$ cat src/rtl/vending_pkg.sv
// Shared vending definitions: one-hot buyer states and the cola price,
// which the vendor FSM also uses.
package vending_pkg;

  typedef enum logic [3:0] {
    IDLE = 4'b0001,
    PAY  = 4'b0010,
    GAP  = 4'b0100,
    WAIT = 4'b1000
  } state_t;

  localparam int COIN_PRICE_DEF = 3;

endpackage

$ cat src/rtl/cola_buyer_fsm_if.sv
// Buyer <-> vendor/customer signal bundle. Protocol: pi_buy is a level sampled every
// cycle; po_money, pi_cola, po_done and po_err are single-cycle pulses with no back-pressure.
interface cola_buyer_fsm_if #(
  parameter int CNT_W = 8
);
  import vending_pkg::*;

  logic             pi_buy;
  logic             pi_cola;
  logic             po_money;
  logic             po_busy;
  logic             po_done;
  logic             po_err;
  logic [CNT_W-1:0] po_cola_cnt;
  state_t           dbg_state;

  modport master (
    input  pi_buy, pi_cola,
    output po_money, po_busy, po_done, po_err, po_cola_cnt, dbg_state
  );

  modport slave (
    output pi_buy, pi_cola,
    input  po_money, po_busy, po_done, po_err, po_cola_cnt, dbg_state
  );

endinterface

$ cat src/rtl/cycle_timer.sv
// Clearable up-counter with a terminal-count compare; shared by the GAP and WAIT phases.
module cycle_timer #(
  parameter int W = 4
) (
  input  logic         sys_clk,
  input  logic         sys_rst_n,
  input  logic         clr,
  input  logic         en,
  input  logic [W-1:0] tc_val,
  output logic         tc
);

  logic [W-1:0] cnt_q;

  always_ff @(posedge sys_clk or negedge sys_rst_n) begin
    if (!sys_rst_n) begin
      cnt_q <= '0;
    end else if (clr) begin
      cnt_q <= '0;
    end else if (en) begin
      cnt_q <= cnt_q + 1'b1;
    end
  end

  assign tc = (cnt_q == tc_val);

endmodule

$ cat src/rtl/cola_buyer_fsm.sv
// Customer-side buyer: pays COIN_PRICE spaced coins, waits for the cola, reports done/err.
// Build option: define BUY_QUEUE_EN to hold one purchase request that arrives while busy.
module cola_buyer_fsm
  import vending_pkg::*;
#(
  parameter int COIN_PRICE = COIN_PRICE_DEF,
  parameter int GAP_CNT    = 4,
  parameter int TIMEOUT    = 8,
  parameter int CNT_W      = 8
) (
  input logic               sys_clk,
  input logic               sys_rst_n,
  cola_buyer_fsm_if.master  bus
);

  localparam int TMAX = (GAP_CNT > TIMEOUT) ? GAP_CNT : TIMEOUT;
  localparam int TW   = $clog2(TMAX + 1);
  localparam int CW   = $clog2(COIN_PRICE + 1);

  state_t           state_q, state_nxt;
  logic [CW-1:0]    coin_q, coin_nxt;
  logic             timer_clr, timer_en, timer_tc;
  logic [TW-1:0]    timer_tc_val;
  logic             done_set, err_set;
  logic             money_q, done_q, err_q;
  logic [CNT_W-1:0] cnt_q;
  logic             pend_q;

  cycle_timer #(.W(TW)) u_timer (
    .sys_clk   (sys_clk),
    .sys_rst_n (sys_rst_n),
    .clr       (timer_clr),
    .en        (timer_en),
    .tc_val    (timer_tc_val),
    .tc        (timer_tc)
  );

  always_comb begin
    state_nxt    = state_q;
    coin_nxt     = coin_q;
    timer_clr    = 1'b0;
    timer_en     = 1'b0;
    timer_tc_val = '0;
    done_set     = 1'b0;
    err_set      = 1'b0;
    case (state_q)
      IDLE: begin
        timer_clr = 1'b1;
        coin_nxt  = '0;
        if (bus.pi_buy || pend_q) state_nxt = PAY;
      end
      PAY: begin
        timer_clr = 1'b1;
        coin_nxt  = coin_q + 1'b1;
        state_nxt = (coin_q == CW'(COIN_PRICE - 1)) ? WAIT : GAP;
      end
      GAP: begin
        timer_en     = 1'b1;
        timer_tc_val = TW'(GAP_CNT - 1);
        if (timer_tc) state_nxt = PAY;
      end
      WAIT: begin
        timer_en     = 1'b1;
        timer_tc_val = TW'(TIMEOUT - 1);
        // A cola arriving on the timeout cycle still counts as a successful buy.
        if (bus.pi_cola) begin
          state_nxt = IDLE;
          done_set  = 1'b1;
        end else if (timer_tc) begin
          state_nxt = IDLE;
          err_set   = 1'b1;
        end
      end
      default: state_nxt = IDLE;
    endcase
  end

  always_ff @(posedge sys_clk or negedge sys_rst_n) begin
    if (!sys_rst_n) begin
      state_q <= IDLE;
      coin_q  <= '0;
      money_q <= 1'b0;
      done_q  <= 1'b0;
      err_q   <= 1'b0;
      cnt_q   <= '0;
    end else begin
      state_q <= state_nxt;
      coin_q  <= coin_nxt;
      money_q <= (state_nxt == PAY);
      done_q  <= done_set;
      err_q   <= err_set;
      if (done_set && !(&cnt_q)) cnt_q <= cnt_q + 1'b1;
    end
  end

`ifdef BUY_QUEUE_EN
  // Leaving IDLE consumes the pending request, so it is cleared whenever IDLE is seen.
  always_ff @(posedge sys_clk or negedge sys_rst_n) begin
    if (!sys_rst_n) begin
      pend_q <= 1'b0;
    end else if (state_q == IDLE) begin
      pend_q <= 1'b0;
    end else if (bus.pi_buy) begin
      pend_q <= 1'b1;
    end
  end
`else
  assign pend_q = 1'b0;
`endif

  assign bus.po_money    = money_q;
  assign bus.po_busy     = (state_q != IDLE);
  assign bus.po_done     = done_q;
  assign bus.po_err      = err_q;
  assign bus.po_cola_cnt = cnt_q;
  assign bus.dbg_state   = state_q;

endmodule

$ cat src/flat_wrapper.sv
// flat-port wrapper written by rule: the top's interface ports become plain ports
module cola_buyer_fsm_flat import vending_pkg::*;
#(
  parameter int COIN_PRICE = COIN_PRICE_DEF,
  parameter int GAP_CNT    = 4,
  parameter int TIMEOUT    = 8,
  parameter int CNT_W      = 8
)
  (sys_clk, sys_rst_n, bus_pi_buy, bus_pi_cola, bus_po_money, bus_po_busy, bus_po_done, bus_po_err, bus_po_cola_cnt, bus_dbg_state);
  cola_buyer_fsm_if #(.CNT_W(CNT_W)) bus_i ();
  input logic sys_clk;
  input logic sys_rst_n;
  input wire logic [$bits(bus_i.pi_buy)-1:0] bus_pi_buy;
  input wire logic [$bits(bus_i.pi_cola)-1:0] bus_pi_cola;
  output wire logic [$bits(bus_i.po_money)-1:0] bus_po_money;
  output wire logic [$bits(bus_i.po_busy)-1:0] bus_po_busy;
  output wire logic [$bits(bus_i.po_done)-1:0] bus_po_done;
  output wire logic [$bits(bus_i.po_err)-1:0] bus_po_err;
  output wire logic [$bits(bus_i.po_cola_cnt)-1:0] bus_po_cola_cnt;
  output wire logic [$bits(bus_i.dbg_state)-1:0] bus_dbg_state;
  assign bus_i.pi_buy = bus_pi_buy;
  assign bus_i.pi_cola = bus_pi_cola;
  assign bus_po_money = bus_i.po_money;
  assign bus_po_busy = bus_i.po_busy;
  assign bus_po_done = bus_i.po_done;
  assign bus_po_err = bus_i.po_err;
  assign bus_po_cola_cnt = bus_i.po_cola_cnt;
  assign bus_dbg_state = bus_i.dbg_state;
  cola_buyer_fsm #(.COIN_PRICE(COIN_PRICE), .GAP_CNT(GAP_CNT), .TIMEOUT(TIMEOUT), .CNT_W(CNT_W)) u_core (.sys_clk(sys_clk), .sys_rst_n(sys_rst_n), .bus(bus_i));
endmodule
$ cat config.mk
export PLATFORM = sky130hd
export DESIGN_NAME = cola_buyer_fsm_flat
export DESIGN_NICKNAME = d
export VERILOG_FILES = /design/src/rtl/vending_pkg.sv /design/src/rtl/cola_buyer_fsm_if.sv /design/src/rtl/cycle_timer.sv /design/src/rtl/cola_buyer_fsm.sv /design/src/flat_wrapper.sv
export SDC_FILE = /design/constraint.sdc
export NUM_CORES = 1
export LEC_CHECK = 0
export CAP_MARGIN = 0
export CORE_ASPECT_RATIO = 1.2
export CORE_MARGIN = 2
export CORE_UTILIZATION = 50
export CTS_CLUSTER_DIAMETER = 50
export CTS_CLUSTER_SIZE = 14
export DETAILED_ROUTE_END_ITERATION = 7
export PLACE_DENSITY = 0.76
export SETUP_SLACK_MARGIN = 0.05
export SLEW_MARGIN = 20
export SYNTH_ARGS = -nofsm -noshare
export SYNTH_HDL_FRONTEND = slang
export SYNTH_SLANG_ARGS = --single-unit
$ cat constraint.sdc
create_clock -name sys_clk -period 3.8 [get_ports sys_clk]
set_clock_uncertainty 0.15 [all_clocks]
set_input_delay 0.76 -clock sys_clk [delete_from_list [all_inputs] [get_ports sys_clk]]
set_output_delay 0.76 -clock sys_clk [all_outputs]
set_load 0.02 [all_outputs]
## Word-level counts from Yosys, hierarchy flattened

Index checks and enable logic that the tools add are counted.

- Register bits after elaboration: 21
- Input bits: 4
- Output and inout bits: 16
- Logic and storage cells: 42

- Add/sub/neg operators: 3
- Eq/ne operators: 8
- Muxes and demuxes: 17
- Reductions and logical operators: 7

Operators by type and width:

| operator | number |
|---|---|
| $mux 4 | 7 |
| $pmux 4 s4 | 1 |
| $add 8x1->8 const B | 1 |
| $eq 4x2->1 const B | 2 |
| $reduce_and 8->1 | 1 |
| $mux 1 | 7 |
| $pmux 3 s2 | 1 |
| $add 4x1->4 const B | 1 |
| $eq 4x1->1 const B | 1 |
| $eq 4x3->1 const B | 1 |
| $eq 4x4->1 | 1 |
| $eq 4x4->1 const B | 1 |
| $ne 4x1->1 const B | 1 |
| $pmux 2 s2 | 1 |
| $reduce_bool 2->1 | 2 |
| $reduce_or 2->1 | 2 |
| $add 2x1->2 const B | 1 |
| $eq 2x2->1 const B | 1 |
| $logic_and 1x1->1 | 1 |
| $logic_not 1->1 | 1 |

## Longest topological paths before layout

Gate-level depths: netlist of the first run.

- Word-level depth: 7
- Mapped depth: 6
- Mapped depth without buffers: 5

## Cells and area by module

From an unflattened synthesis of the first run, not the netlist that was laid out.

- Cells, all modules: 111
- Area, all modules: 1139.8 µm²

By module, submodules not included:

| module | times used | cells each | area each (µm²) | sequential area each (µm²) |
|---|---|---|---|---|
| cola_buyer_fsm | 1 | 90 | 905.9 | 426.7 |
| cycle_timer | 1 | 21 | 234.0 | 100.1 |

## Worst setup path after synthesis of the first run

Ideal clock, no wire load.

- Path kind: register -> output
- Start: register u_core.state_q[0], in the netlist u_core.bus.dbg_state[0]
- End: output bus_po_busy
- Data arrival time: 1241 ps
- Required time: 2890 ps
- Slack: 1649 ps
- Cell stages (with the launch flop): 4
- Buffers on the path: 2
- Cell sequence: dfstp_2 buf_6 clkbuf_1 nand2_1

- Longest elaborated chain between the ends: 1

RTL lines:

| element | RTL line | text |
|---|---|---|
| from (decl) | cola_buyer_fsm.sv:20 | `state_t state_q, state_nxt;` |
| from (signal assigned) | cola_buyer_fsm.sv:87 | `state_q <= state_nxt;` |
| $ne 4x1->1 | cola_buyer_fsm.sv:112 | `assign bus.po_busy = (state_q != IDLE);` |
| to (decl) | flat_wrapper.sv:16 | `output wire logic [$bits(bus_i.po_busy)-1:0] bus_po_busy;` |

Every way passes these cells.

## Final worst setup path of the first run

- Start: register u_core.state_q[2], in the netlist u_core.bus.dbg_state[2]
- End: output bus_po_busy

Same word-level chain as after synthesis.

==> flow_metrics.tcl, run 1 <==
set metrics [dict create \
    first_global_vias 940 \
    regArea_um2 527 \
    worstSetupStartpointType "flip-flop" \
    ir_drop_v 0.000285 \
    r2r_cells 4 \
    finalSetupViolations 0 \
    period_share 0.776 \
    antenna_found_initial 0 \
    slew_headroom 0.346 \
    end_kind "output port" \
    clk-insertion-delay-late_ns 0.31 \
    crit_type "reg2out" \
    max-cap-violations 0 \
    ys_seq_elements 21 \
    pwr-share-clk 0.150 \
    syn_area_um2 1200 \
    period_minus_slack_ns 2.95 \
    viasPerCell 5.89 \
    synth_largest_area_cell "dfrtp_1" \
    postSynth.asyncResetShare 1.00 \
    r2r-start "u_core.bus.dbg_state[1]$_DFF_PN0_" \
    cpLargestDelayFamily "flip-flops" \
    syn_nets 127 \
    p_sw_mw 0.313 \
    cp_num_buf_inv 1 \
    drtAntennaViolNets 0 \
    p_sw_frac 0.423 \
    finalHoldViolCount 0 \
    htreeDepth 1 \
    cp_cell_sequence "or2_1, nor2_1, nand2_1, clkdlybuf4s50_1" \
    internal-power_mw 0.426 \
    dp_cells 163 \
    cts_hold_buf 0 \
    fillers 207 \
    gp_congestion 0.856 \
    cts_tree "yes" \
    routed_wl_mm 2.48 \
    crit_start "u_core.bus.dbg_state[2]$_DFF_PN0_" \
    first_pass_iters 4 \
    synth.top_cell.area_share 0.417 \
    core-area_um2 2280 \
    post_cts_buffers 0 \
    io_buffers 19 \
    fin_nets 144 \
    worstPathRequired_ns 2.89 \
    worst_slew_pin_slew_ns 0.978 \
    area_growth_pct 16.8 \
    clock_path_buffers 2 \
    power.leakage_nw 0.584 \
    die_area_um2 2810 \
    cp_max_fo 12 \
    yosys_warnings 0 \
    r2r_setup_slack_ns 1.84 \
    crit_cells 4 \
    drc 0 \
    dr.first_iter.drc_count 21 \
    io_pins 20 \
    rows 19 \
    die_w_um 48.7 \
    overflow 0 \
    hold_depth 1 \
    hold_path_class "reg2reg" \
    diodes 0 \
    powerDensity_nw_per_um2 527 \
    grt_max_degree 22 \
    worstReg2RegEnd "u_core.bus.po_cola_cnt[6]$_DFFE_PN0P_" \
    tns_ns 0 \
    cts_resized 0 \
    syn_inst 120 \
    power.total_mw 0.739 \
    synth-edff-count 0 \
    cts.sink_count 21 \
    p_seq_frac 0.474 \
    cts-root-buf "clkbuf_4" \
    cts_buffers 3 \
    start_util 0.526 \
    grt_pass1_wl_mm 4.47 \
    vias 983 \
    p_comb_frac 0.376 \
    crit_slowest_cell "dfrtp_1" \
    status "finished, final reports clean" \
    grt_usage 0.207 \
    drive_gt1_frac 0.0956 \
    fmax_mhz 339 \
    fin_cells 167 \
    die-height_um 57.7 \
    synthTopCellsByArea "dfrtp_1 (42%), nand2_1 (3.4%), nor2_1 (3.4%)" \
    avgSynthCellArea_um2 10.0 \
    slowest_delay_ns 0.61 \
    yosysUniqueCellTypes 47 \
    crit_path_end "bus_po_busy" \
    path_clk_slew_ns 0.12 \
    dp_hpwl_mm 1.75 \
    ys.flop_type "dfrtp_1" \
    rsz0062_at_grt "no" \
    yosysSeqAreaShare 0.439 \
    arrival_ns 2.04 \
    wl_per_cell_um 14.8 \
    maxSlewViolCount 0 \
    multi_input_area_um2 602 \
]
==> stage by stage <==
step / hold slack [ns] / setup slack [ns] / area (um^2) / utilization
floorplan: 0.314 / 1.65 / 1200 / -
global route: 0.428 / 0.738 / 1400 / 0.615
global placement: 0.349 / 1.29 / 1380 / 0.603
finish: 0.387 / 0.853 / 1400 / 0.615
detailed placement: 0.364 / 1.24 / 1380 / 0.603
CTS: 0.392 / 0.862 / 1400 / 0.615
==> cell usage after synthesis (3+ instances only) <==
| cell | n |
|---|---|
| a21oi_1 | 8 |
| nand2_1 | 11 |
| nor2_1 | 11 |
| ha_1 | 3 |
| buf_6 | 3 |
| nand3_1 | 4 |
| nor3_1 | 4 |
| inv_1 | 5 |
| xor2_1 | 4 |
| dfrtp_1 | 20 |
| o21ai_0 | 6 |
==> power by group through the flow <==
stage	logic (mW)	clock network [mW]	registers, mW
finish	0.278	0.111	0.350
global route	0.314	0.121	0.362
CTS	0.279	0.115	0.349
detailed placement	0.277	0	0.354
global placement	0.271	0	0.350
floorplan	0.240	0	0.310
==> layout make-up <==
| class | instances | area share |
|---|---|---|
| Tap cell | 31 | 0.0277 |
| Clock buffer | 4 | 0.0187 |
| Timing Repair Buffer | 19 | 0.136 |
| Multi-Input combinational cell | 87 | 0.429 |
| Inverter | 5 | 0.0134 |
| Sequential cell | 21 | 0.376 |
==> state kept, by name, summed over array words and instances, names as in the netlist <==
| name | cells |
|---|---|
| u_core.bus.po_err | 1 |
| u_core.bus.po_done | 1 |
| u_core.u_timer.cnt_q | 4 |
| u_core.bus.po_cola_cnt | 8 |
| u_core.bus.dbg_state | 4 |
| u_core.coin_q | 2 |
| u_core.bus.po_money | 1 |
==> worst reg2reg max path: cells and delay by family, from the launching register on <==
kind          cells  cell delay, ns
flops             1            0.64
mux               1            0.32
simple gates      3            0.75
==> routing by layer <==
metal  track usage  vias to the layer above  wire (um)
li1              -                      463          -
met1         0.262                      476       1090
met2         0.327                       35       1170
met3        0.0412                        9        133
met4         0.131                        0         89
met5             0                        -          0
==> layout by cell type (no fill, tap or decap), types with 2 or more instances in the layout <==
cell,synthesis,final
a21oi_1,8,8
a22o_1,2,2
dfrtp_1,20,20
nor2_1,11,11
nand3_1,4,4
inv_1,5,5
nor3_1,4,4
clkbuf_4,0,3
or2_1,2,2
nand4_1,2,2
nand2b_1,2,2
clkdlybuf4s50_1,0,19
ha_1,3,3
xor2_1,4,4
o21ai_0,6,6
nand2_1,11,11
==> logic make-up (layout without fill, tap and decap cells) <==
family,after synthesis,after routing,share of synthesized area
AOI/OAI and AO/OA,28,28,0.171
xor gates and xnor gates,5,5,0.0365
muxes,3,3,0.0302
adders and majority gates,4,4,0.0406
DFF,21,21,0.439
buffers and inverters,12,28,0.0604
and+or+nand+nor,47,47,0.223
==> how the worst min path moves through the flow <==
stage	start	endpoint	slack [ns]
2_1_floorplan	sys_rst_n	u_core.bus.dbg_state[1]$_DFF_PN0_	0.31
3_3_place_gp	u_core.coin_q[1]$_DFFE_PN0N_	u_core.coin_q[1]$_DFFE_PN0N_	0.35
3_5_place_dp	u_core.coin_q[1]$_DFFE_PN0N_	u_core.coin_q[1]$_DFFE_PN0N_	0.36
4_1_cts	u_core.coin_q[1]$_DFFE_PN0N_	u_core.coin_q[1]$_DFFE_PN0N_	0.39
5_1_grt	u_core.coin_q[1]$_DFFE_PN0N_	u_core.coin_q[1]$_DFFE_PN0N_	0.43
6_report	u_core.coin_q[1]$_DFFE_PN0N_	u_core.coin_q[1]$_DFFE_PN0N_	0.39
(Power assumes the default switching activity.)
==> run 2: changes to the inputs <==
==> constraint.sdc (replaced) <==
create_clock -name sys_clk -period 2.95 [get_ports sys_clk]
set_clock_uncertainty 0.15 [all_clocks]
set_input_delay 0.59 -clock sys_clk [delete_from_list [all_inputs] [get_ports sys_clk]]
set_output_delay 0.59 -clock sys_clk [all_outputs]
set_load 0.02 [all_outputs]
==> run 2 against run 1 <==
First-iteration DRC count decreased by 38%. Die area unchanged. Non-clock buffer count is 2 higher. Routed wire length decreased by 5.0%. Critical endpoint unchanged. Sequential power is 20% higher. Critical path depth unchanged. Global-route usage down 1.3 points. Register-to-register slack got worse by 0.78 ns. Worst hold slack improved by 0.0055 ns. Clock-buffer cell count unchanged.
==> flow_metrics.tcl, run 2 (synthesized netlist as in run 1, its figures left out) <==
set metrics [dict create \
    finalHoldViolCount 0 \
    powerDensity_nw_per_um2 666 \
    clock_path_buffers 2 \
    max-cap-violations 0 \
    regArea_um2 527 \
    drive_gt1_frac 0.109 \
    final_cell_mix "dfrtp_1 (20), clkdlybuf4s50_1 (19), nand2_1 (11), nor2_1 (11), a21oi_1 (8)" \
    cp_max_fo 12 \
    grt_pass1_wl_mm 4.18 \
    cp_cell_sequence "or2_1, nor2_1, nand2_1, clkdlybuf4s50_1" \
    fin_nets 146 \
    cts-root-buf "clkbuf_4" \
    finalSetupViolations 0 \
    preCtsSetupSlack_ns 0.593 \
    ir_drop_v 0.000323 \
    worst_slew_pin_slew_ns 0.418 \
    io_pins 20 \
    worstSetupStartpointType "flip-flop" \
    final_common_cell "dfrtp_1" \
    path_clk_slew_ns 0.11 \
    die-height_um 57.7 \
    tns_ns 0 \
    fillers 211 \
    vias 935 \
    arrival_ns 1.96 \
    cts_resized 0 \
    largest_reg_flops 8 \
    cts.sink_count 21 \
    io_buffers 19 \
    die_area_um2 2810 \
    diodes 0 \
    crit_type "reg2out" \
    cts_tree "yes" \
    slew_headroom 0.721 \
    power.leakage_nw 0.594 \
    dp_cells 165 \
    post_cts_buffers 0 \
    slowest_delay_ns 0.55 \
    drc 0 \
    routed_wl_mm 2.35 \
    wl_per_cell_um 13.9 \
    utilization 0.621 \
    viasPerCell 5.53 \
    power.total_mw 0.944 \
    post_dp_cell_area_um2 1390 \
    grt-busiest-layer "met2" \
    htreeDepth 1 \
    worstPathRequired_ns 2.21 \
    clk-insertion-delay-late_ns 0.30 \
    setup_ws_ns 0.247 \
    antenna_found_initial 0 \
    status "finished, final reports clean" \
    first_global_vias 959 \
    area_growth_pct 18.0 \
    period_minus_slack_ns 2.70 \
    dr.first_iter.drc_count 13 \
    drtAntennaViolNets 0 \
    fmax_mhz 370 \
    start_util 0.526 \
    rsz0062_at_grt "no" \
    grt.met1_usage 0.235 \
    core-area_um2 2280 \
    hold_path_class "reg2reg" \
    gr-usage-met3 0.0438 \
    fin_area_um2 1420 \
    gp_congestion 0.846 \
    overflow 0 \
    crit_slowest_cell "clkdlybuf4s50_1" \
    cts_hold_buf 0 \
    maxSlewViolCount 0 \
    first_pass_iters 4 \
    grt_use_met2 0.307 \
    end_kind "output port" \
    multi_input_area_um2 602 \
    fin_cells 169 \
    cts_buffers 3 \
    grt_max_degree 22 \
    rows 19 \
    period_share 0.916 \
    hold_ws_ns 0.393 \
    grt_usage 0.193 \
    dp_hpwl_mm 1.74 \
    die_w_um 48.7 \
]
[run 2: cell types whose count changed in the layout (fill, tap and decap cells not counted), sizes merged]
| cell | change |
|---|---|
| buf | +2 |
[run 2: routing by layer]
layer,vias up,wire (um)
met2,25,1170
met5,-,0
li1,467,-
met4,0,64
met3,6,126
met1,437,987
[run 2: final timing paths]
check / from / end / slack (ns) / depth (start not counted)
max: u_core.bus.dbg_state[2]$_DFF_PN0_ / bus_po_busy / 0.25 / 4
min: u_core.bus.po_cola_cnt[0]$_DFFE_PN0P_ / u_core.bus.po_cola_cnt[0]$_DFFE_PN0P_ / 0.39 / 1
max reg2reg: u_core.bus.dbg_state[1]$_DFF_PN0_ / u_core.bus.po_cola_cnt[6]$_DFFE_PN0P_ / 1.06 / 5
min reg2reg: u_core.bus.po_cola_cnt[0]$_DFFE_PN0P_ / u_core.bus.po_cola_cnt[0]$_DFFE_PN0P_ / 0.39 / 1
max in group asynchronous: sys_rst_n / u_core.bus.dbg_state[0]$_DFF_PN1_ / 1.92 / 2
min in group asynchronous: sys_rst_n / u_core.bus.po_money$_DFF_PN0_ / 0.46 / 2
[run 2: layout make-up]
class | instances | share of cell area
clock buffers | 4 | 0.0185
inverters | 5 | 0.0132
multi-input cells | 87 | 0.425
flip-flops and latches | 21 | 0.372
well taps | 31 | 0.0274
repair buffers | 21 | 0.145
[run 2: power by group]
part	internal, mW	switching [mW]
combinational	0.171	0.215
clock	0.0527	0.0838
sequential	0.333	0.0881
[run 2: critical path, delay by kind of cell (launching register included)]
| kind | cells | cell delay (ns) |
|---|---|---|
| buffers and inverters | 1 | 0.55 |
| and+or+nand+nor | 3 | 0.58 |
| DFF | 1 | 0.53 |
